**config.mk**
```make
export PLATFORM = sky130hd
export DESIGN_NAME = chain_edge_receiver
export DESIGN_NICKNAME = d
export VERILOG_FILES = /design/src/rtl/chain_rx_pkg.sv /design/src/rtl/chain_tap_sync.sv /design/src/rtl/chain_edge_receiver.sv
export SDC_FILE = /design/constraint.sdc
export NUM_CORES = 1
export LEC_CHECK = 0
export CORE_ASPECT_RATIO = 0.7
export CORE_MARGIN = 3
export CORE_UTILIZATION = 57
export DETAILED_ROUTE_END_ITERATION = 8
export GPL_TIMING_DRIVEN = 0
export PLACE_DENSITY = 0.79
export SKIP_CTS_REPAIR_TIMING = 1
export SYNTH_ARGS = -nofsm -noshare
export SYNTH_HDL_FRONTEND = slang
export SYNTH_SLANG_ARGS = --single-unit
export TNS_END_PERCENT = 5
```
**constraint.sdc**
```tcl
create_clock -name clk -period 20.7 [get_ports clk]
set_input_delay 3.105 -clock clk [delete_from_list [all_inputs] [get_ports clk]]
set_output_delay 3.105 -clock clk [all_outputs]
set_load 0.005 [all_outputs]
```
**src/rtl/chain_rx_pkg.sv**
```systemverilog
// Shared types and decode helper for the delay-chain receive end.
package chain_rx_pkg;

    localparam int TAPS_DEF  = 32;
    localparam int DELAY_DEF = 4;
    localparam int MAX_TAPS  = 256;

    typedef enum logic [1:0] {
        IDLE   = 2'd0,
        WAIT   = 2'd1,
        SYNC   = 2'd2,
        DECODE = 2'd3
    } rx_state_e;

    // Returns the unbroken run length from bit 0 of taps equal to lvl; first_mis
    // is the index of the first mismatching tap, or n when the run covers all taps.
    function automatic int leading_match_count(input logic [MAX_TAPS-1:0] snap,
                                               input logic lvl, input int n,
                                               output int first_mis);
        int  cnt;
        bit  broken;
        cnt    = 0;
        broken = 1'b0;
        for (int i = 0; i < MAX_TAPS; i++) begin
            if (i < n && !broken) begin
                if (snap[i] == lvl) cnt = cnt + 1;
                else                broken = 1'b1;
            end
        end
        first_mis = cnt;
        return cnt;
    endfunction

endpackage

```
**src/rtl/chain_tap_sync.sv**
```systemverilog
// Two-flop synchroniser for the asynchronous chain tap levels.
module chain_tap_sync #(
    parameter int TAPS = 32
) (
    input  logic            clk,
    input  logic            rst_n,
    input  logic [TAPS-1:0] taps,
    output logic [TAPS-1:0] sync2
);

    logic [TAPS-1:0] s1_q, s2_q;

    always_ff @(posedge clk) begin
        if (!rst_n) begin
            s1_q <= '0;
            s2_q <= '0;
        end else begin
            s1_q <= taps;
            s2_q <= s1_q;
        end
    end

    assign sync2 = s2_q;

endmodule

```
**src/rtl/chain_edge_receiver.sv**
```systemverilog
// Launches an edge into the tapped delay chain, waits, snapshots the taps and
// decodes the thermometer code into an edge position with bubble/overflow flags.
module chain_edge_receiver
    import chain_rx_pkg::*;
#(
    parameter int TAPS         = TAPS_DEF,
    parameter int CNT_W        = 6,
    parameter int DELAY_CYCLES = DELAY_DEF
) (
    input  logic             clk,
    input  logic             rst_n,
    input  logic             start,
    input  logic [TAPS-1:0]  taps,
    output logic             Next_Edge_LowV,
    output logic             busy,
    output logic             valid,
    output logic [CNT_W-1:0] count,
    output logic             bubble_err,
    output logic             ovf
);

    rx_state_e        state_q, state_d;
    logic             nel_q, nel_d;
    logic [7:0]       wcnt_q, wcnt_d;
    logic             scnt_q, scnt_d;
    logic [TAPS-1:0]  snap_q, snap_d;
    logic             valid_q, valid_d;
    logic [CNT_W-1:0] count_q, count_d;
    logic             bub_q, bub_d;
    logic             ovf_q, ovf_d;
    logic [TAPS-1:0]  sync2;

    int               lead;
    int               first_mis;
    logic             dec_ovf;
    logic             dec_bub;

    chain_tap_sync #(.TAPS(TAPS)) u_sync (
        .clk   (clk),
        .rst_n (rst_n),
        .taps  (taps),
        .sync2 (sync2)
    );

    // Decode against the level just launched, which is still held in nel_q.
    always_comb begin
        first_mis = 0;
        lead      = leading_match_count(MAX_TAPS'(snap_q), nel_q, TAPS, first_mis);
        dec_ovf   = (lead == TAPS);
        dec_bub   = 1'b0;
        for (int i = 0; i < TAPS; i++) begin
            if (i > first_mis && snap_q[i] == nel_q) dec_bub = 1'b1;
        end
        if (dec_ovf) dec_bub = 1'b0;
    end

    always_comb begin
        state_d = state_q;
        nel_d   = nel_q;
        wcnt_d  = wcnt_q;
        scnt_d  = scnt_q;
        snap_d  = snap_q;
        valid_d = 1'b0;
        count_d = count_q;
        bub_d   = bub_q;
        ovf_d   = ovf_q;
        case (state_q)
            IDLE: begin
                if (start) begin
                    nel_d   = ~nel_q;
                    wcnt_d  = 8'(DELAY_CYCLES - 1);
                    state_d = WAIT;
                end
            end
            WAIT: begin
                if (wcnt_q == 8'd0) begin
                    scnt_d  = 1'b1;
                    state_d = SYNC;
                end else begin
                    wcnt_d = wcnt_q - 8'd1;
                end
            end
            SYNC: begin
                if (scnt_q) begin
                    scnt_d = 1'b0;
                end else begin
                    snap_d  = sync2;
                    state_d = DECODE;
                end
            end
            DECODE: begin
                count_d = CNT_W'(lead);
                bub_d   = dec_bub;
                ovf_d   = dec_ovf;
                valid_d = 1'b1;
                state_d = IDLE;
            end
            default: state_d = IDLE;
        endcase
    end

    always_ff @(posedge clk) begin
        if (!rst_n) begin
            state_q <= IDLE;
            nel_q   <= 1'b0;
            wcnt_q  <= '0;
            scnt_q  <= 1'b0;
            snap_q  <= '0;
            valid_q <= 1'b0;
            count_q <= '0;
            bub_q   <= 1'b0;
            ovf_q   <= 1'b0;
        end else begin
            state_q <= state_d;
            nel_q   <= nel_d;
            wcnt_q  <= wcnt_d;
            scnt_q  <= scnt_d;
            snap_q  <= snap_d;
            valid_q <= valid_d;
            count_q <= count_d;
            bub_q   <= bub_d;
            ovf_q   <= ovf_d;
        end
    end

    assign Next_Edge_LowV = nel_q;
    assign busy           = (state_q != IDLE);
    assign valid          = valid_q;
    assign count          = count_q;
    assign bubble_err     = bub_q;
    assign ovf            = ovf_q;

endmodule

```
==> results_dict.tcl, run 1 <==
set metrics [dict create \
    dpl.hpwl_um 22100 \
    whs_path_depth 1 \
    synth-seq-cells 117 \
    period_share_pct 97.5 \
    crit_top_cell "ha_1" \
    ys.flop_type "dfxtp_1" \
    synthXorXnorAreaFrac_pct 15.2 \
    start_util_pct 59.8 \
    dp.cells 1650 \
    r2r-end "bubble_err$_SDFFE_PN0P_" \
    async_reset_ff_share_pct 0 \
    num-nets-final 1543 \
    drt-total-wl_um 30200 \
    cp-start-kind "register" \
    drive_gt1_share_pct 12.2 \
    cts.clk_slew.worst_paths_ns 0.06 \
    first_pass_iters 5 \
    path_class "register to register" \
    syn_inst 1375 \
    post-route-drc-count 0 \
    core-area_um2 17600 \
    muxShareOfSynthArea_pct 3.89 \
    grt_max_degree 13 \
    antenna_cells 0 \
    status "complete, but fails checks" \
    detail-route-antenna-nets 0 \
    cts_num_sinks 117 \
    clockBufferDepth 3 \
    reg2reg_depth 110 \
    wl_per_cell_um 17.7 \
    portBuffers 44 \
    cpMaxStageDelayCell "or4b_4" \
    reg2reg_from "Next_Edge_LowV$_SDFFE_PN0P_" \
    met3_length_um 2550 \
    synthAdderAreaFrac_pct 4.56 \
    min_path_type "register to register" \
    yosys.area_share.simple_pct 28.0 \
    min_from "u_sync.s1_q[29]$_SDFF_PN0_" \
    drt_iter0_drc 1026 \
    gp_congestion 0.962 \
    syn_to_final_growth_pct 19.4 \
    clock-root-buffer "clkbuf_16" \
    clk_latency_ns 0.46 \
    slew_violations 0 \
    mostFrequentLayoutCell "nand2_1" \
    violations "capacitance limit" \
    ios 46 \
    setup-violations-final 0 \
    synth_compound_area_share_pct 21.7 \
    whs_endpoint "u_sync.sync2[29]$_SDFF_PN0_" \
    route.met2.wl_um 13100 \
    end_kind "register" \
    num_vias 10500 \
    drt-met1-wl_um 14100 \
    syn-num-nets 1446 \
    ff2ff_setup_slack_ns 0.51 \
    layout_common_cells "174 x nand2_1, 116 x dfxtp_1, 109 x nor2_1" \
    timing.hold.ws_ns 0.427 \
    cts_buffers 25 \
    synth_top_family_by_area "simple AND/OR/NAND/NOR gates" \
    final_core_util_pct 71.4 \
    worstPathRequired_ns 21.03 \
    worstMarginPinSlew_ns 1.43 \
    die_area_um2 20200 \
    slew_headroom_pct 2.11 \
    clock_skew_ns 0.0155 \
    grt_pass1_vias 9587 \
    htreeDepth 4 \
    syn_area_per_cell_um2 7.67 \
    critPathMaxFanout 8 \
    critPathBufInv 6 \
    synth-edff-count 0 \
    rows 40 \
    fin_setup_tns_ns 0 \
    maxUsedRoutingLayer "met4" \
    grt_pass1_wl_um 47800 \
    overflow 0 \
    grt_use_total_pct 28.5 \
    ys_warn_count 0 \
    arrival_ns 20.51 \
    via_per_inst 6.12 \
    antenna_found_initial 0 \
    die-height_um 120 \
    finalHoldViolations 0 \
    fp.dieW_um 169 \
    period_needed_ns 20.19 \
    synth.distinct_cells 91 \
    path_delay_family "adder cells" \
    netlist_area_um2 10500 \
    drv_cap 1 \
    synth-seq-area-share_pct 22.2 \
    max_freq_mhz 49.5 \
    cpPeakStageDelay_ns 0.46 \
    tritoncts "built" \
    layout.cells.non_filler 1709 \
]
[worst register-to-register path: cells and delay by family (launching register included)]
| kind | cells | cell delay [ns] |
|---|---|---|
| adder cells (fa/ha/maj) | 29 | 8.07 |
| XOR/XNOR | 3 | 0.66 |
| buffers and inverters | 6 | 0.63 |
| flip-flops | 1 | 0.33 |
| AND/OR/NAND/NOR | 30 | 3.69 |
| AO/OA/AOI/OAI | 33 | 4.93 |
| multiplexers | 9 | 1.70 |
[registers in the layout, indices dropped and copies added, names as in the netlist]
signal / flops
bubble_err: 1
Next_Edge_LowV: 1
state_q: 2
ovf: 1
count: 6
valid: 1
wcnt_q: 8
scnt_q: 1
u_sync.sync2: 32
u_sync.s1_q: 32
snap_q: 32
[cell families (layout without fill, tap and decap cells)]
logic type      Yosys count  after routing
compound gates          332            332
xor+xnor                137            137
buf+inv                 116            219
simple gates            595            595
fa+ha+maj                39             39
mux                      39             39
flops                   117            117
[metal layers]
metal | global-route usage (%) | vias to the layer above
li1 | - | 5055
met1 | 41.8 | 4930
met2 | 43.5 | 417
met3 | 5.37 | 51
met4 | 6.13 | 0
met5 | 0 | -
[final cells by class]
class | count | area, um^2
Tap cell | 231 | 289
Timing Repair Buffer | 73 | 658
Clock buffer | 32 | 682
Fill cell | 1414 | 5030
Buffer | 74 | 369
Multi-Input combinational cell | 1142 | 8090
Sequential cell | 117 | 2340
Clock inverter | 1 | 5.00
Inverter | 39 | 146
[cell usage after synthesis, drive strengths merged, types with 24 or more instances]
library cell | number | area share [%]
clkbuf | 55 | 2.0
ha | 36 | 4.3
xnor2 | 66 | 5.9
nor3 | 37 | 1.8
nand3 | 38 | 1.8
nand2 | 183 | 6.5
xor2 | 46 | 3.9
nand2b | 24 | 1.4
dfxtp | 117 | 22
a21oi | 73 | 3.5
inv | 39 | 1.4
o21ai | 69 | 3.3
nor2 | 110 | 3.9
a21boi | 37 | 2.6
nor2b | 25 | 1.5
mux2i | 29 | 2.8
and2 | 89 | 5.3
[metrics by stage]
stage / setup WS (ns) / cell area (um^2)
finish: 0.514 / 12600
detailed placement: -2.33 / 11300
floorplan: 1.15 / 10500
CTS: -2.43 / 12000
global route: -0.341 / 12600
global placement: -2.13 / 11300
[how the worst max path moves through the flow]
stage / slack, ns / end / depth (start not counted) / startpoint
after floorplan: 1.15 / bubble_err$_SDFFE_PN0P_ / 103 / Next_Edge_LowV$_SDFFE_PN0P_
final: 0.51 / bubble_err$_SDFFE_PN0P_ / 110 / Next_Edge_LowV$_SDFFE_PN0P_
after detailed placement: -2.33 / bubble_err$_SDFFE_PN0P_ / 103 / Next_Edge_LowV$_SDFFE_PN0P_
after global routing: -0.34 / bubble_err$_SDFFE_PN0P_ / 110 / Next_Edge_LowV$_SDFFE_PN0P_
after global placement: -2.13 / bubble_err$_SDFFE_PN0P_ / 103 / Next_Edge_LowV$_SDFFE_PN0P_
after CTS: -2.43 / bubble_err$_SDFFE_PN0P_ / 103 / Next_Edge_LowV$_SDFFE_PN0P_
Power of run 1 is left out: the tool's default activity adds up to more than one toggle a clock period on the data nets, which glitch-free logic cannot reach.
==> inputs of run 2 (changes only) <==
Settings changed: CAP_MARGIN from default to 20, CORE_UTILIZATION 57 to 45, PLACE_DENSITY 0.79 to default.
==> results_dict.tcl, run 2 (synthesized netlist as in run 1, its figures left out) <==
set metrics [dict create \
    status "completed" \
    grt_pass1_wl_um 49200 \
    htreeDepth 4 \
    grt_max_degree 11 \
    num_vias 10300 \
    finalHoldViolations 0 \
    crit_top_cell "ha_1" \
    drv_cap 0 \
    setup-violations-final 0 \
    gp_congestion 0.928 \
    critPathMaxFanout 7 \
    clock-root-buffer "clkbuf_16" \
    detail-route-antenna-nets 0 \
    period_share_pct 96.0 \
    start_util_pct 46.1 \
    antenna_cells 0 \
    dp.cells 1732 \
    portBuffers 44 \
    layout.cells.non_filler 1796 \
    drt_iter0_drc 858 \
    fillers 2241 \
    cts_buffers 25 \
    max_freq_mhz 50.3 \
    wl_per_cell_um 17.0 \
    period_needed_ns 19.87 \
    grt_use_total_pct 23.5 \
    ios 46 \
    placed_area_um2 11400 \
    cpPeakStageDelay_ns 0.46 \
    rows 46 \
    overflow 0 \
    slew_violations 0 \
    slew_headroom_pct 29.8 \
    arrival_ns 20.17 \
    timing.hold.ws_ns 0.423 \
    end_kind "register" \
    cts_num_sinks 117 \
    die_area_um2 25300 \
    worstPathRequired_ns 21.01 \
    dpl.hpwl_um 23600 \
    cp-start-kind "register" \
    path_class "register to register" \
    core-area_um2 22800 \
    tritoncts "built" \
    grt_pass1_vias 9386 \
    min_path_type "register to register" \
    die-height_um 134 \
    antenna_found_initial 1 \
    layout_common_cells "177 x nand2_1, 116 x dfxtp_1, 109 x nor2_1" \
    via_per_inst 5.72 \
    drt-total-wl_um 30500 \
    drive_gt1_share_pct 12.5 \
    num-nets-final 1551 \
    ff2ff_setup_slack_ns 0.83 \
    fp.dieW_um 189 \
    final_cell_area_um2 12700 \
    clk_latency_ns 0.45 \
    syn_to_final_growth_pct 20.7 \
    mostFrequentLayoutCell "nand2_1" \
    first_pass_iters 5 \
    cts.clk_slew.worst_paths_ns 0.05 \
    clock_skew_ns 0.0157 \
    post-route-drc-count 0 \
    worstMarginPinSlew_ns 1.04 \
    clockBufferDepth 3 \
    cpMaxStageDelayCell "or4b_4" \
]
-- run 2: layer usage --
layer / wire length [um] / global-route usage, % / share of wire [%]
met1: 16200 / 37.1 / 53
met3: 1540 / 3.27 / 5.0
met4: 259 / 3.14 / 0.85
met2: 12500 / 34.4 / 41
met5: 0 / 0 / 0
-- run 2: area by class of cell --
type	instances	area (um^2)	area share (%)
well taps	312	390	3.07
multi-input cells	1142	8070	63.5
inverters	39	146	1.15
repair buffers	80	707	5.56
clock buffers	31	698	5.49
plain buffers	75	362	2.84
flip-flops and latches	117	2340	18.4
-- run 2: path summary, 6_finish.rpt --
check                         startpoint                           to  cells past startpoint
min           u_sync.s1_q[12]$_SDFF_PN0_  u_sync.sync2[12]$_SDFF_PN0_                      1
max reg2reg  Next_Edge_LowV$_SDFFE_PN0P_      bubble_err$_SDFFE_PN0P_                    110
min reg2reg   u_sync.s1_q[12]$_SDFF_PN0_  u_sync.sync2[12]$_SDFF_PN0_                      1
max          Next_Edge_LowV$_SDFFE_PN0P_      bubble_err$_SDFFE_PN0P_                    110
-- run 2: stage by stage --
stage / setup TNS, ns / util, % / setup WS [ns]
detailed placement: -11.40 / 49.8 / -2.52
floorplan: 0 / - / 1.15
global route: -0.281 / 55.7 / -0.281
global placement: -9.45 / 49.8 / -2.29
finish: 0 / 55.7 / 0.832
CTS: -11.94 / 52.8 / -2.62
-- run 2: critical path, delay by kind of cell, from the launching register on --
family	cells	cell delay, ns
AO/OA/AOI/OAI	33	4.81
XOR/XNOR	3	0.65
adder cells (fa/ha/maj)	29	8.00
buffers and inverters	6	0.65
flip-flops	1	0.33
multiplexers	9	1.60
AND/OR/NAND/NOR	30	3.69
Power of run 2 is left out for the same reason.
==> inputs of run 3 (changes only) <==
Settings changed: REMOVE_ABC_BUFFERS from default to 1, SYNTH_HIERARCHICAL from default to 1.
Clock period 20.7 ns to 19.95 ns, I/O delays scaled along.
==> results_dict.tcl, run 3 <==
set metrics [dict create \
    syn_to_final_growth_pct 21.1 \
    rows 44 \
    htreeDepth 4 \
    clock-root-buffer "clkbuf_16" \
    layout.cells.non_filler 1570 \
    cts_buffers 17 \
    drt_iter0_drc 563 \
    finalHoldViolations 0 \
    cts.clk_slew.worst_paths_ns 0.05 \
    ys.flop_type "dfxtp_1" \
    worstPathRequired_ns 20.22 \
    first_pass_iters 5 \
    drive_gt1_share_pct 19.6 \
    dp.cells 1502 \
    worstMarginPinSlew_ns 1.23 \
    ios 46 \
    gp_congestion 0.888 \
    wl_per_cell_um 15.3 \
    yosysTopAreaCell "dfxtp_1" \
    die_area_um2 23600 \
    period_needed_ns 19.12 \
    fp.dieW_um 182 \
    via_per_inst 5.50 \
    start_util_pct 46.6 \
    synth.distinct_cells 98 \
    synth-seq-area-share_pct 23.9 \
    slew_violations 0 \
    layout_common_cells "174 x nand2_1, 113 x dfxtp_1, 90 x nor2_1" \
    grt_use_total_pct 19.5 \
    clk_latency_ns 0.40 \
    detail-route-antenna-nets 0 \
    synth-edff-count 0 \
    dp_slack_ns -2.32 \
    tritoncts "built" \
    num_vias 8628 \
    antenna_cells 0 \
    async_reset_ff_share_pct 0 \
    syn_inst 1241 \
    grt_pass1_wl_um 38300 \
    post-route-drc-count 0 \
    synth_top_area_share_pct 23.9 \
    mostFrequentLayoutCell "nand2_1" \
    timing.hold.ws_ns 0.436 \
    core-area_um2 21000 \
    num-nets-final 1353 \
    critPathMaxFanout 7 \
    synth.most_common_cell "nand2_1" \
    clock_skew_ns 0.00382 \
    path_class "register to register" \
    slew_headroom_pct 17.3 \
    syn_area_per_cell_um2 7.90 \
    ys_warn_count 6 \
    dpl.hpwl_um 17400 \
    cts_num_sinks 117 \
    max_freq_mhz 52.3 \
    cpPeakStageDelay_ns 0.55 \
    die-height_um 129 \
    cpMaxStageDelayCell "or4_4" \
    grt_max_degree 91 \
    synth-seq-cells 117 \
    crit_top_cell "ha_1" \
    grt_pass1_vias 7542 \
    cp-start-kind "register" \
    setup-violations-final 0 \
    antenna_found_initial 0 \
    timing.final.ws_setup_ns 0.835 \
    netlist_area_um2 9800 \
    drv_cap 0 \
    synth_common_cells "178 x nand2_1, 117 x dfxtp_1, 90 x nor2_1, 64 x and2_2, 59 x a21oi_1" \
    overflow 0 \
    clockBufferDepth 2 \
    status "completed" \
    end_kind "register" \
    period_share_pct 95.8 \
    synth_area_leaders "dfxtp_1 24%, nand2_1 6.8%, and2_2 4.9%" \
    portBuffers 45 \
    min_path_type "register to register" \
    drt-total-wl_um 24000 \
    arrival_ns 19.38 \
]
## run 3: cell types whose count changed after synthesis, sizes merged, moves of 6 or more
cell and delta:
nor2 -18, o211ai -6, o41ai +7, buf -8
or3 -7, a21oi -14, o21ai -18, a21o -9
xnor3 -12, a211oi -6
## run 3: metal layers
layer | vias up | global-route usage, % | part of all wire [%]
met3 | 12 | 2.69 | 6.0
met4 | 0 | 3.31 | 0.55
li1 | 4427 | - | -
met2 | 228 | 26.8 | 40
met1 | 3961 | 31.8 | 54
met5 | - | 0 | 0
## run 3: area by class of cell
cell class / count / area (um^2)
repair buffers: 86 / 840
well taps: 276 / 345
fillers: 1905 / 9160
clock inverters: 9 / 199
flip-flops and latches: 117 / 2350
inverters: 43 / 161
clock buffers: 22 / 464
multi-input cells: 1017 / 7510
## run 3: worst max-delay path: cells and delay by family, from the launching register on
family,cells,cell delay [ns]
flip-flops,1,0.37
AND/OR/NAND/NOR,27,3.69
buffers and inverters,7,0.47
AO/OA/AOI/OAI,32,4.56
multiplexers,11,1.98
adder cells (fa/ha/maj),28,7.92
## run 3: worst paths after layout
path	depth (start not counted)	from	slack, ns	endpoint
worst max-delay path	105	Next_Edge_LowV$_SDFFE_PN0P_	0.83	bubble_err$_SDFFE_PN0P_
worst min-delay path	2	u_sync/sync2[2]$_SDFF_PN0_	0.44	snap_q[2]$_SDFFE_PN0P_
worst max register to register	105	Next_Edge_LowV$_SDFFE_PN0P_	0.83	bubble_err$_SDFFE_PN0P_
worst min register to register	2	u_sync/sync2[2]$_SDFF_PN0_	0.44	snap_q[2]$_SDFFE_PN0P_
## run 3: cells by family after synthesis
family,synth area share (%)
and+or+nand+nor,30.1
adders and majority gates,4.70
xor gates and xnor gates,14.2
muxes,3.69
buffers and inverters,4.47
DFF,23.9
AOI/OAI and AO/OA,18.9
## run 3: metrics by stage
stage / cell area (um^2) / TNS, ns / utilization, %
after floorplan: 9520 / -0.922 / -
after global placement: 10300 / -19.56 / 49.1
after detailed placement: 10400 / -7.81 / 49.4
after CTS: 11100 / -8.54 / 52.6
after global routing: 11900 / -0.242 / 56.4
final: 11900 / 0 / 56.4
Power of run 3 is left out for the same reason.
